==> src/rtl/regfile_dump_ctrl.sv <==
`timescale 1ns/1ps
// Dumps registers 0..N_REGS-1 through the rs read port as MSB-first bytes to the UART TX.
// Latency: start to first o_tx_start is 3 cycles; each byte is held until i_tx_done returns.
module regfile_dump_ctrl #(
    parameter int N_REGS = 32,
    parameter int ADDR_W = 5
) (
    input  logic              clk,
    input  logic              i_reset,
    input  logic              i_start,
    output logic              o_busy,
    output logic              o_done,
    output logic [ADDR_W-1:0] o_rf_addr,
    input  logic [31:0]       i_rf_data,
    output logic [7:0]        o_tx_data,
    output logic              o_tx_start,
    input  logic              i_tx_done
);

    typedef enum logic [2:0] {
        S_IDLE,
        S_ADDR,
        S_LATCH,
        S_SEND,
        S_WAIT,
        S_DONE
    } state_t;

    localparam logic [ADDR_W-1:0] LP_LAST = ADDR_W'(N_REGS - 1);

    state_t            r_state;
    state_t            w_state_nxt;
    logic [ADDR_W-1:0] r_addr;
    logic [ADDR_W-1:0] w_addr_nxt;
    logic [31:0]       r_shift;
    logic [31:0]       w_shift_nxt;
    logic [1:0]        r_byte_cnt;
    logic [1:0]        w_byte_cnt_nxt;

    always_ff @(posedge clk or posedge i_reset) begin
        if (i_reset) begin
            r_state    <= S_IDLE;
            r_addr     <= '0;
            r_shift    <= '0;
            r_byte_cnt <= '0;
        end else begin
            r_state    <= w_state_nxt;
            r_addr     <= w_addr_nxt;
            r_shift    <= w_shift_nxt;
            r_byte_cnt <= w_byte_cnt_nxt;
        end
    end

    always_comb begin
        w_state_nxt    = r_state;
        w_addr_nxt     = r_addr;
        w_shift_nxt    = r_shift;
        w_byte_cnt_nxt = r_byte_cnt;
        case (r_state)
            S_IDLE: begin
                if (i_start) begin
                    w_addr_nxt  = '0;
                    w_state_nxt = S_ADDR;
                end
            end
            // The register file resolves the new address on the falling edge of this cycle.
            S_ADDR:  w_state_nxt = S_LATCH;
            S_LATCH: begin
                w_shift_nxt    = i_rf_data;
                w_byte_cnt_nxt = '0;
                w_state_nxt    = S_SEND;
            end
            S_SEND:  w_state_nxt = S_WAIT;
            S_WAIT: begin
                if (i_tx_done) begin
                    if (r_byte_cnt != 2'd3) begin
                        w_shift_nxt    = {r_shift[23:0], 8'h00};
                        w_byte_cnt_nxt = r_byte_cnt + 2'd1;
                        w_state_nxt    = S_SEND;
                    end else if (r_addr != LP_LAST) begin
                        w_addr_nxt  = r_addr + ADDR_W'(1);
                        w_state_nxt = S_ADDR;
                    end else begin
                        w_state_nxt = S_DONE;
                    end
                end
            end
            S_DONE:  w_state_nxt = S_IDLE;
            default: w_state_nxt = S_IDLE;
        endcase
    end

    assign o_busy     = (r_state != S_IDLE);
    assign o_done     = (r_state == S_DONE);
    assign o_tx_start = (r_state == S_SEND);
    assign o_rf_addr  = r_addr;
    assign o_tx_data  = r_shift[31:24];

endmodule

==> config.mk <==
export PLATFORM = sky130hd
export DESIGN_NAME = regfile_dump_ctrl
export DESIGN_NICKNAME = d
export VERILOG_FILES = /design/src/rtl/regfile_dump_ctrl.sv
export SDC_FILE = /design/constraint.sdc
export NUM_CORES = 1
export LEC_CHECK = 0
export ABC_AREA = 1
export BUFFER_PORTS_ARGS = -buffer_cell sky130_fd_sc_hd__buf_2
export CAP_MARGIN = 20
export CORE_MARGIN = 2
export CORE_UTILIZATION = 41
export CTS_CLUSTER_SIZE = 28
export DETAILED_ROUTE_END_ITERATION = 10
export GPL_TIMING_DRIVEN = 0
export PLACE_DENSITY = 0.73
export SYNTH_ARGS = -nofsm -noshare
export SYNTH_HDL_FRONTEND = slang
export SYNTH_SLANG_ARGS = --single-unit
==> constraint.sdc <==
create_clock -name clk -period 1.49 [get_ports clk]
set_input_delay 0.2235 -clock clk [delete_from_list [all_inputs] [get_ports clk]]
set_output_delay 0.2235 -clock clk [all_outputs]
set_load 0.1 [all_outputs]
== After elaboration in Yosys (flattened, before gate mapping) ==
Index checks and enable logic that the tools add are counted.

* Add/sub/neg operators: 2
* Equal/unequal tests: 12
* Reduce and logical (&&, ||, !) cells: 7
* Multiplexer cells: 16

{| class="wikitable"
|+ Operator list
! kind !! number
|-
| 32-bit 2-to-1 mux || 2
|-
| 32-bit case mux with 2 select lines || 1
|-
| 5-bit 2-to-1 mux || 4
|-
| 3-bit case mux with 5 select lines || 1
|-
| 3-bit 2-to-1 mux || 4
|-
| 2-bit != test, second input constant || 6
|-
| 5-bit case mux with 2 select lines || 1
|-
| 3-bit by 2-bit equality test with 1-bit output, second input constant || 2
|-
| 3-bit equality test, second input constant || 2
|-
| 5-bit by 1-bit adder with 5-bit output, second input constant || 1
|-
| 5-bit != test, second input constant || 1
|-
| 5-bit AND reduction || 1
|-
| 2-bit 2-to-1 mux || 2
|-
| 2-bit case mux with 2 select lines || 1
|-
| 2-bit nonzero test || 2
|-
| 3-bit by 1-bit equality test with 1-bit output, second input constant || 1
|-
| 3-bit logical NOT || 1
|-
| 3-bit AND reduction || 1
|-
| 3-bit nonzero test || 1
|-
| 2-bit by 1-bit adder with 2-bit output, second input constant || 1
|-
| 2-bit AND reduction || 1
|}

* Logic and storage cells: 41
* Input bits: 36
* Bits in registers: 42
* Output and inout port bits: 16

== Longest topological paths before layout ==
* Depth in word-level cells: 5
* Gate-level depth with buffers: 9
* Depth with buffers taken out: 8

== Least setup slack after synthesis ==
OpenSTA, ideal clock, no wires.

* Path type: register -> register
* Start: register r_addr[0], in the netlist o_rf_addr[0]
* End: register r_addr[3], in the netlist o_rf_addr[3]
* Setup time: 0.120 ns
* Arrival: 2.120 ns
* Clock period less this slack: 2.240 ns
* Buffers on the path: 0
* Data required time: 1.370 ns
* Path slack: -0.750 ns
* Cell stages (with the launch flop): 9
* Path through: dfrtp_1 ha_1 nand2_1 nor2_1 ha_1 a21oi_1 nand3_1 nand2_1 nand2_1

* Cells in the longest elaborated chain, start to end: 5
* Elaborated cells between the ends (all ways): 8
* Classes of those cells: add/sub: 1; eq/ne: 2; mux: 4; reduce/logical: 1

{| class="wikitable"
|+ RTL lines
! item !! RTL line !! RTL
|-
| from (decl) || 33 || <nowiki>logic [ADDR_W-1:0] r_addr;</nowiki>
|-
| from (signal assigned) || 48 || <nowiki>r_addr <= w_addr_nxt;</nowiki>
|-
| 5-bit by 1-bit adder with 5-bit output || 81 || <nowiki>w_addr_nxt = r_addr + ADDR_W'(1);</nowiki>
|-
| 5-bit 2-to-1 mux || 80 || <nowiki>end else if (r_addr != LP_LAST) begin</nowiki>
|-
| 5-bit 2-to-1 mux || 76 || <nowiki>if (r_byte_cnt != 2'd3) begin</nowiki>
|-
| 5-bit 2-to-1 mux || 75 || <nowiki>if (i_tx_done) begin</nowiki>
|-
| 5-bit case mux with 2 select lines || 59 || <nowiki>case (r_state)</nowiki>
|}

Parallel ways exist; a longest one is shown, timed or not. The select of a mux whose other input is x is not followed.
A chain may end at the register's enable or synchronous reset.

== Worst setup path after layout ==
* Start: register r_addr[0], in the netlist o_rf_addr[0]
* End: register r_addr[1], in the netlist o_rf_addr[1]

Same word-level chain as after synthesis.

==> summary.json <==
{
  "floorplanning": {
    "floorplan.die_area_um2": 6070,
    "rows": 26,
    "ios": 52,
    "design.core.area_um2": 5170,
    "fp.dieH_um": 77.9,
    "starting_density_of_the_core": 0.433,
    "chipWidth_um": 77.9
  },
  "logic_synthesis": {
    "synthXorXnorAreaFrac": 0,
    "synth-seq-cells": 42,
    "yosysWarningCount": 0,
    "synth_area_um2": 2240,
    "synthTopCellsByCount": "171 x sky130_fd_sc_hd__nand2_1, 42 x sky130_fd_sc_hd__dfrtp_1, 32 x sky130_fd_sc_hd__nand3_1",
    "synth_fa_ha_area_frac": 0.0168,
    "synth_mux_area_frac": 0,
    "synthDominantAreaCellType": "sky130_fd_sc_hd__dfrtp_1",
    "synth_area_leaders": "sky130_fd_sc_hd__dfrtp_1 47%, sky130_fd_sc_hd__nand2_1 29%, sky130_fd_sc_hd__nand3_1 7.2%",
    "ys_async_sr_fraction": 1.00,
    "most_common_cell_in_the_netlist": "sky130_fd_sc_hd__nand2_1",
    "netlist.area_leader.share": 0.470,
    "yosys.area_share.simple": 0.419,
    "postSynthNetCount": 350,
    "synth_cell_type_count": 17,
    "synth_area_per_cell_um2": 7.20,
    "synth-edff-count": 0,
    "compound_cell_area_share_of_the_yosys_netlist": 0.0129,
    "combinational_family_with_the_most_area_after_synthesis": "simple AND/OR/NAND/NOR gates",
    "netlist_instances": 311,
    "ys_seq_area_frac": 0.470,
    "synth-main-ff-cell": "sky130_fd_sc_hd__dfrtp_1"
  },
  "clock_network": {
    "cts-htree-levels": 2,
    "clock_tree.buffer_depth": 2,
    "clock_latency_late_sink_ns": 0.30,
    "cts_buffers": 5,
    "cts_tree": "built",
    "clockRootBuffer": "sky130_fd_sc_hd__clkbuf_8",
    "clkTransAtPathRegs_ns": 0.09,
    "cts-hold-fix-buffers": 0,
    "clock-sinks": 42
  },
  "routing": {
    "drt-vias-per-instance": 4.73,
    "drt-pass1-iter-count": 4,
    "total_routed_wirelength_um": 5210,
    "routedWlPerCell_um": 11.7,
    "postRouteAntennaNets": 0,
    "routed-via-count": 2113,
    "drt_iter0_markers": 94,
    "drc": 0
  },
  "setup_path": {
    "r2r_start": "o_rf_addr[0]",
    "cp.arrival_ns": 1.72,
    "timing.critical_path.buf_inv": 1,
    "critPathCapture": "o_rf_addr[1]",
    "critical_path_s_top_delay_family": "flip-flops",
    "max_fanout_on_critical_path": 5,
    "worst-r2r-cell-count": 8,
    "crit_path_depth": 8,
    "timing.critical_path.cells": "ha_4, nand2_4, nor2_4, ha_4, a21oi_4, buf_6, nand4_1, nand2_1",
    "critPathLaunch": "o_rf_addr[0]",
    "crit_path_end_kind": "flip-flop",
    "timing.setup.critical_path_class": "flip-flop to flip-flop",
    "critical-path-max-stage-delay_ns": 0.51,
    "worstSetupStartpointType": "flip-flop",
    "r2r_slack_ns": 0.003,
    "critPathSlowestCell": "sky130_fd_sc_hd__dfrtp_4",
    "timing.rr.end": "o_rf_addr[1]",
    "critical-path-top-cell-by-count": "sky130_fd_sc_hd__ha_4",
    "worst_ep_required_time_ns": 1.73
  },
  "sta": {
    "timing.slew.headroom": 0.404,
    "clock.fmax_mhz": 672,
    "timing.clock.skew_ns": 0.00894,
    "finalCriticalPeriod_ns": 1.49,
    "grt_setup_unrepaired": "yes",
    "min_period_over_period": 0.998,
    "hold_violations": 0,
    "worstMarginPinSlew_ns": 0.893,
    "setup-tns-final_ns": 0,
    "final_critical_path_setup_slack_ns": 0.00258,
    "drv_slew": 0,
    "finalSetupViolations": 0
  },
  "placement": {
    "number_of_placed_cells_counting_well_taps": 432,
    "gp_congestion": 0.767,
    "detailedPlacementHpwl_um": 3580,
    "placement.io_buffers": 51,
    "dp_worst_setup_slack_ns": -0.189
  },
  "finish": {
    "finish.cell_count_without_fillers": 447,
    "number_of_nets_in_the_final_layout": 415,
    "sequential_cell_area_um2": 1070,
    "diodes": 0,
    "final.fill_count": 492,
    "area_growth_pct": 30.0,
    "drive_above_1_share": 0.302,
    "multi_input_comb_area_um2": 1110,
    "finalCoreUtilization": 0.563
  },
  "run_status": {
    "result_of_the_run": "completed"
  },
  "global_routing": {
    "grt_first_pass_wirelength_um": 8920,
    "number_of_antenna_violations_at_the_first_check_in_global_routing": 0,
    "pin_count_of_the_biggest_net_entering_global_routing": 43,
    "first_global_vias": 2032,
    "globalRoute.totalOverflow": 0,
    "grt_use_total": 0.181
  },
  "pwr": {
    "clockPowerShare": 0.120,
    "power_report.internal_total_mw": 3.23,
    "switching_share": 0.508,
    "pwr-share-comb": 0.578,
    "power_frac_seq": 0.301,
    "leakagePower_nw": 1.66,
    "cell_area_power_density_nw_per_um2": 2260,
    "vdd_ir_drop_max_mv": 1.20,
    "p_sw_mw": 3.34
  },
  "min_path": {
    "hold_path.class": "input port to flip-flop",
    "timing.hold.worst_path_depth": 3
  },
  "run": {
    "maxCapViolations": 0
  }
}
-- cells by family (layout without fill, tap and decap cells) --
| kind of cell | after synthesis | after routing |
|---|---|---|
| buffers and inverters | 34 | 100 |
| and+or+nand+nor | 227 | 227 |
| DFF | 42 | 42 |
| adders and majority gates | 3 | 3 |
| AOI/OAI and AO/OA | 5 | 5 |
-- sequential cells by signal (all words and copies together), names as in the netlist --
name,count
r_byte_cnt,2
r_state,3
r_shift,32
o_rf_addr,5
-- per-layer routing --
metal	part of all wire	global-route usage	vias up
li1	-	-	1090
met3	0.057	0.0430	6
met4	0.013	0.0561	0
met5	0	0	-
met2	0.50	0.316	53
met1	0.43	0.221	964
-- layout by cell type (no fill, tap or decap) --
| cell | netlist | final |
|---|---|---|
| sky130_fd_sc_hd__nand4_1 | 4 | 4 |
| sky130_fd_sc_hd__buf_6 | 0 | 5 |
| sky130_fd_sc_hd__nand3_1 | 32 | 30 |
| sky130_fd_sc_hd__buf_2 | 9 | 54 |
| sky130_fd_sc_hd__a21oi_4 | 0 | 1 |
| sky130_fd_sc_hd__nand2_2 | 3 | 2 |
| sky130_fd_sc_hd__clkbuf_8 | 0 | 6 |
| sky130_fd_sc_hd__a21oi_1 | 2 | 1 |
| sky130_fd_sc_hd__nand2_1 | 171 | 169 |
| sky130_fd_sc_hd__ha_1 | 3 | 1 |
| sky130_fd_sc_hd__buf_4 | 12 | 17 |
| sky130_fd_sc_hd__ha_4 | 0 | 2 |
| sky130_fd_sc_hd__a31oi_1 | 1 | 1 |
| sky130_fd_sc_hd__dfrtp_1 | 42 | 34 |
| sky130_fd_sc_hd__inv_1 | 13 | 11 |
| sky130_fd_sc_hd__clkinv_2 | 0 | 1 |
| sky130_fd_sc_hd__nor2_8 | 1 | 1 |
| sky130_fd_sc_hd__nand2_4 | 1 | 4 |
| sky130_fd_sc_hd__dfrtp_2 | 0 | 6 |
| sky130_fd_sc_hd__nand3_4 | 0 | 1 |
| sky130_fd_sc_hd__nand3b_1 | 1 | 1 |
| sky130_fd_sc_hd__buf_12 | 0 | 2 |
| sky130_fd_sc_hd__o21ai_2 | 0 | 1 |
| sky130_fd_sc_hd__nor2_1 | 14 | 10 |
| sky130_fd_sc_hd__clkbuf_4 | 0 | 1 |
| sky130_fd_sc_hd__clkinvlp_4 | 0 | 1 |
| sky130_fd_sc_hd__o21bai_1 | 1 | 1 |
| sky130_fd_sc_hd__nor2_4 | 0 | 4 |
| sky130_fd_sc_hd__inv_2 | 0 | 2 |
| sky130_fd_sc_hd__dfrtp_4 | 0 | 2 |
| sky130_fd_sc_hd__nand3_2 | 0 | 1 |
-- per-stage QoR --
step	hold WS [ns]	cell area, um2	total power, mW
after floorplan	0.340	2300	4.79
after global placement	0.427	2640	5.34
after detailed placement	0.427	2640	5.41
after CTS	0.107	2830	6.39
after global routing	0.117	2910	7.05
final	0.111	2910	6.56
-- worst min-delay path, stage by stage --
cell,delay (ns)
sky130_fd_sc_hd__buf_2,0.07
sky130_fd_sc_hd__nand2_1,0.04
sky130_fd_sc_hd__nand2_1,0.05
-- power groups by stage --
stage,Combinational [mW],Clock [mW],Sequential (mW)
2_1_floorplan,2.78,0,2.01
3_3_place_gp,3.38,0,1.96
3_5_place_dp,3.43,0,1.97
4_1_cts,3.63,0.800,1.96
5_1_grt,4.16,0.854,2.04
6_report,3.80,0.790,1.98
-- cell type report --
class,count,area share
Clock inverter,2,0.00430
Sequential cell,42,0.366
Multi-Input combinational cell,235,0.382
Timing Repair Buffer,59,0.122
Clock buffer,6,0.0284
Buffer,20,0.0503
Tap cell,70,0.0301
Inverter,13,0.0168
-- worst min path at each step --
stage,from,to,slack (ns)
3_5_place_dp,i_rf_data[3],r_shift[3],0.43
2_1_floorplan,i_rf_data[0],r_shift[0],0.34
4_1_cts,i_rf_data[3],r_shift[3],0.11
5_1_grt,i_rf_data[1],r_shift[1],0.12
3_3_place_gp,i_rf_data[2],r_shift[2],0.43
6_report,i_rf_data[3],r_shift[3],0.11
-- what timing repair did --
| item | CTS | global route |
|---|---|---|
| gates cloned | 0 | 0 |
| gates resized for setup | 13 | 19 |
| pin swaps | 3 | 8 |
| setup endpoints to repair | 43 | 40 |
| endpoints found under the hold margin | 0 | 0 |
| buffers inserted | 7 | 1 |
No activity file was read; power rests on OpenSTA's default activity.
